### src/rtl/seq_signed_multiplier_pkg.sv
// Shared definitions for the sequential signed multiplier.
//   state_t    : control FSM states, 2-bit encoding
//   N_DEFAULT  : default operand width
//   cnt_width  : iteration counter width for a given operand width
//   CNT_W      : counter width for the default operand width
package seq_signed_multiplier_pkg;

  typedef enum logic [1:0] {
    IDLE = 2'd0,
    RUN  = 2'd1,
    SIGN = 2'd2
  } state_t;

  localparam int N_DEFAULT = 8;

  // At least one bit, so that an N=1 build still has a legal counter.
  function automatic int cnt_width(input int n);
    return (n > 1) ? $clog2(n) : 1;
  endfunction

  localparam int CNT_W = cnt_width(N_DEFAULT);

endpackage

### src/rtl/seq_signed_multiplier_sign_magnitude_split.sv
// Combinational two's-complement to sign/magnitude converter.
//   value : N-bit signed input
//   mag   : N-bit unsigned magnitude (|-2^(N-1)| = 2^(N-1) fits unsigned)
//   sign  : 1 when value is negative
module sign_magnitude_split #(
  parameter int N = 8
) (
  input  logic [N-1:0] value,
  output logic [N-1:0] mag,
  output logic         sign
);

  assign sign = value[N-1];
  // Negating the most negative value wraps back to the same bit pattern,
  // which read as unsigned is exactly its magnitude.
  assign mag  = sign ? (-value) : value;

endmodule

### src/rtl/seq_signed_multiplier.sv
// Sequential shift-add multiplier for two's-complement operands.
//   clk          : system clock, rising edge
//   rst          : synchronous active-high reset
//   start        : single-cycle request pulse, honoured only in IDLE
//   multiplicand : signed operand A, sampled on the accepted start edge
//   multiplier   : signed operand B, sampled on the accepted start edge
//   product      : signed 2N-bit result, held until the next accepted start
//   product_neg  : 1 when product is strictly negative
//   busy         : high while a multiplication is in progress (N+1 cycles)
//   done         : one-cycle pulse when product becomes valid
module seq_signed_multiplier
  import seq_signed_multiplier_pkg::*;
#(
  parameter int N = N_DEFAULT
) (
  input  logic             clk,
  input  logic             rst,
  input  logic             start,
  input  logic [N-1:0]     multiplicand,
  input  logic [N-1:0]     multiplier,
  output logic [2*N-1:0]   product,
  output logic             product_neg,
  output logic             busy,
  output logic             done
);

  localparam int CW = cnt_width(N);

  state_t          state, next_state;
  logic [N-1:0]    mag_a_in, mag_b_in;
  logic            sign_a, sign_b;
  logic [2*N-1:0]  mag_a_sh;   // magnitude of A, shifted left once per iteration
  logic [N-1:0]    mag_b;      // magnitude of B, shifted right once per iteration
  logic [2*N-1:0]  acc;
  logic [CW-1:0]   cnt;
  logic            neg;
  logic            last_iter;

  sign_magnitude_split #(.N(N)) u_split_a (
    .value (multiplicand),
    .mag   (mag_a_in),
    .sign  (sign_a)
  );

  sign_magnitude_split #(.N(N)) u_split_b (
    .value (multiplier),
    .mag   (mag_b_in),
    .sign  (sign_b)
  );

  assign last_iter = (cnt == CW'(N - 1));
  assign busy      = (state != IDLE);

  // NOTE: sequential state uses non-blocking assignments so every register
  // samples pre-edge values regardless of statement order.
  always_ff @(posedge clk) begin
    if (rst) state <= IDLE;
    else     state <= next_state;
  end

  // NOTE: next_state gets a default before the case so no path leaves it
  // unassigned, which would otherwise infer a latch.
  always_comb begin
    next_state = state;
    unique case (state)
      IDLE:    if (start) next_state = RUN;
      RUN:     if (last_iter) next_state = SIGN;
      SIGN:    next_state = IDLE;
      default: next_state = IDLE;
    endcase
  end

  // NOTE: every datapath register is cleared on reset; nothing here is a
  // memory array, so a full clear is cheap and keeps outputs defined.
  always_ff @(posedge clk) begin
    if (rst) begin
      mag_a_sh    <= '0;
      mag_b       <= '0;
      acc         <= '0;
      cnt         <= '0;
      neg         <= 1'b0;
      product     <= '0;
      product_neg <= 1'b0;
      done        <= 1'b0;
    end else begin
      done <= 1'b0;
      unique case (state)
        IDLE: begin
          if (start) begin
            mag_a_sh <= {{N{1'b0}}, mag_a_in};
            mag_b    <= mag_b_in;
            neg      <= sign_a ^ sign_b;
            acc      <= '0;
            cnt      <= '0;
          end
        end
        RUN: begin
          if (mag_b[0]) acc <= acc + mag_a_sh;
          mag_a_sh <= mag_a_sh << 1;
          mag_b    <= mag_b >> 1;
          cnt      <= cnt + CW'(1);
        end
        SIGN: begin
          product     <= neg ? (-acc) : acc;
          // A zero magnitude is never reported as negative.
          product_neg <= neg & (acc != '0);
          done        <= 1'b1;
        end
        default: ;
      endcase
    end
  end

endmodule

### config.mk
export PLATFORM = sky130hd
export DESIGN_NAME = seq_signed_multiplier
export DESIGN_NICKNAME = d
export VERILOG_FILES = /design/src/rtl/seq_signed_multiplier_pkg.sv /design/src/rtl/seq_signed_multiplier_sign_magnitude_split.sv /design/src/rtl/seq_signed_multiplier.sv
export SDC_FILE = /design/constraint.sdc
export NUM_CORES = 1
export LEC_CHECK = 0
export CORE_ASPECT_RATIO = 1.75
export CORE_MARGIN = 2
export CORE_UTILIZATION = 45
export DETAILED_ROUTE_END_ITERATION = 12
export DONT_BUFFER_PORTS = 1
export PLACE_DENSITY = 0.63
export SLEW_MARGIN = 20
export SYNTH_ARGS = -nofsm -noshare
export SYNTH_HDL_FRONTEND = slang
export SYNTH_SLANG_ARGS = --single-unit
### constraint.sdc
create_clock -name clk -period 3.1 [get_ports clk]
set_input_delay 0.31 -clock clk [delete_from_list [all_inputs] [get_ports clk]]
set_output_delay 0.31 -clock clk [all_outputs]
set_load 0.01 [all_outputs]
==> results by group <==
Critical path
  – R2R Path End: acc[12]
  – CP Cell Sequence: ha_1 > inv_1 > fa_1 > nor2b_1 > o31ai_1 > a21oi_1 > o21ai_1 > a21oi_1 > nor3_1 > o31ai_1
  – Worst R2R Setup Slack: 0.55 ns
  – Req. time, crit path: 3.35 ns
  – Worst path bufs/invs: 1
  – Reg2reg start: acc[0]
  – Crit-path max cell delay: around 0.44 ns
  – Crit-path leading delay family: compound AO/OA/AOI/OAI gates
  – Setup CP Type: flip-flop to flip-flop
  – CP Data Arrival Time: 2.80 ns
  – R2R depth: 10
  – Critical path fanouts, max: 4
  – Crit path capture type: flip-flop
  – CP Launch Type: flip-flop
  – CP max-delay cell: a21oi_1

Job
  – Max_cap viols: 0

Power and ir drop
  – Pint: 0.00160 W
  – Clk pwr share: 0.506
  – Tot Pwr: 0.00206 W
  – Seq pwr share: 0.419
  – Sw Ratio: 0.222
  – Pwr Density: 516 mW/mm2
  – P_leak: 1.52 nW
  – Sw Pwr: 0.000458 W
  – Combinational Power Share: 0.075
  – Peak VDD IR: 289 uV

Floorplan
  – Initial Util: 0.461
  – Die Height: 123 um
  – Die area: 0.00886 mm2
  – Core area: between 0.007 and 0.008 mm2
  – Rows: 43
  – Ports: 38
  – Die width: 72.0 um

Synth
  – Largest family of logic cells by synthesized area: compound AO/OA/AOI/OAI gates
  – Mapped Nets: approximately 500
  – Post-synth top flop: dfxtp_1
  – Xor/xnor share of the synthesized area: 0.0769
  – Mean Syn Cell Area: 7.99 um2
  – Register area share after synthesis: 0.352
  – Compound-gate portion of the synthesized area: 0.232
  – Synth top area share: 0.352
  – Post-Synthesis Cells: 456
  – Count of cell types in the netlist: 54
  – Mux cell area share after synthesis: 0.00824
  – Syn. warnings: 0
  – Mapped cell area: 0.00364 mm2
  – Post-synth EDFFs: 0
  – Post-synthesis simple-gate area fraction: 0.218
  – Adder-cell share of the synthesized area: 0.0742
  – Synth Register Bits: 64
  – Post-synthesis async set-or-reset flop share: 0
  – Top post-synthesis cells by area: dfxtp_1 (35%), ha_1 (6.9%), nand2_1 (6.4%)
  – Post-synth top area cell: dfxtp_1

STA
  – Relative slew slack: 0.402
  – FMAX: just under 400 MHz
  – Final setup fails: 0
  – Clk_skew: between 0.005 and 0.006 ns
  – Min Tclk post-route: 2.55 ns
  – Final hold vios: 0
  – Period utilization: 0.824
  – Final Max Slew Viols: 0
  – Hold WS: 0.0417 ns
  – Final WS setup: 0.547 ns
  – Setup TNS: 0 ns
  – Worst-margin pin slew: between 0.8 and 0.9 ns
  – RSZ-0062 raised after global routing: no

Worst hold path
  – Hold Crit Depth: 1
  – Hold Startpoint: rst
  – HP Class: input port to flip-flop
  – Hold Path End: product[13]

Detailed routing
  – Vias/cell: ~5.7
  – DR WL/cell: 15.2 um
  – Routed Antenna Nets: 0
  – # DRC: 0
  – Final WL: around 8200 um
  – Via count: 3101
  – Detailed Routing Iterations Pass 1: 4
  – DRT iter0 DRCs: 143

Finish
  – Most frequent cells in the layout: dfxtp_1 (64), nand2_1 (62), nor2_1 (56), a21oi_1 (43), ha_1 (20)
  – Area Overhead vs Synth: 9.62%
  – Most common cell after layout, fill and taps aside: dfxtp_1
  – Ant diodes: 0
  – Nets: between 400 and 500
  – Final Instance Area: 0.00399 mm2
  – Share of cells above drive strength 1: 0.0600

Clock network
  – Clock Sinks: 64
  – H-tree lvl count: 3
  – Worst skew pair latency: 0.33 ns
  – CTS Root Cell: clkbuf_16
  – Post-CTS setup buffer count: 0
  – CTS tree: yes
  – Worst-path clk slew: 0.05 ns
  – Hold buffer count at CTS: 0
  – Total CTS buffers: 9
  – Cts repair resizes: 0
  – CTS Buffer Depth: 2

Global route
  – First-pass GRT wire length: 13800 um
  – Total track usage: 0.202
  – Global route overflow: 0
  – Initial antenna violation count: 0
  – Vias in the first global route: 2987
  – Largest net degree at the start of global routing: 60

Outcome
  – Status: completed

Place
  – RePlAce Congestion: 0.940
  – Worst Setup Slack post-DPL: 0.619 ns
  – IO buf count: 0
  – Hpwl dp: 6100 um
  – DP Area: 0.00369 mm2
state kept, by name, indices dropped and copies added (netlist names):
name         flops
product_neg      1
done             1
acc             16
cnt              3
product         16
mag_b            8
neg              1
mag_a_sh        16
state            2
cell families (layout without fill, tap and decap cells):
kind of cell / after synthesis / count (layout)
flops: 64 / 64
buf+inv: 36 / 30
xor+xnor: 32 / 32
simple gates: 175 / 175
fa+ha+maj: 21 / 21
mux: 3 / 3
compound gates: 125 / 125
how the worst max path moves through the flow:
stage | start | to | slack, ns | cells after the start
after floorplan | acc[2] | acc[15] | 0.97 | 8
after CTS | acc[0] | acc[12] | 0.60 | 10
after global placement | acc[0] | acc[12] | 0.72 | 10
after detailed placement | acc[0] | acc[12] | 0.62 | 10
final | acc[0] | acc[12] | 0.55 | 10
after global routing | acc[0] | acc[12] | 0.41 | 10
power by group through the flow:
| stage | registers, W | logic (W) | clock network [W] |
|---|---|---|---|
| 2_1_floorplan | 0.000874 | 0.000138 | 0 |
| 3_5_place_dp | 0.000879 | 0.000157 | 0 |
| 3_3_place_gp | 0.000879 | 0.000155 | 0 |
| 6_report | 0.000863 | 0.000155 | 0.00104 |
| 4_1_cts | 0.000862 | 0.000157 | 0.00106 |
| 5_1_grt | 0.000865 | 0.000175 | 0.00110 |
routing by layer:
layer / GRT usage / vias up / part of all wire
li1: - / 1606 / -
met1: 0.220 / 1402 / 0.42
met2: 0.352 / 70 / 0.51
met3: 0.0399 / 23 / 0.033
met4: 0.126 / 0 / 0.038
met5: 0 / - / 0
Yosys cell counts (all sizes together) (2+ instances only):
library cell  count
mux2i             3
a221oi            8
nand2            62
a21o              3
a21boi            2
inv              12
and3              3
ha               20
dfxtp            64
xor2             17
a311oi            2
a22oi             7
or3b              2
buf               5
o31ai             8
o211ai            2
nand2b            6
o2bb2ai           2
nor2             57
a211oi           14
clkbuf           19
o21bai            3
xnor2            15
o21ai            19
or3               4
nor4              5
a21oi            43
nor2b             7
and2              3
nor4b             2
nand3            16
o41ai             3
nor3              6
o21a              3
per-stage QoR:
stage                util  std cells
finish              0.505        540
global route        0.505        540
CTS                 0.504        540
detailed placement  0.466        525
global placement    0.466        525
floorplan               -        456
layout make-up:
class | count | area, um2
Clock inverter | 4 | 70.1
Timing Repair Buffer | 3 | 22.5
Inverter | 12 | 45.0
Sequential cell | 64 | 1280
Clock buffer | 11 | 233
Multi-Input combinational cell | 356 | 2230
Fill cell | 773 | 3920
Tap cell | 90 | 113
(Power assumes the default switching activity.)
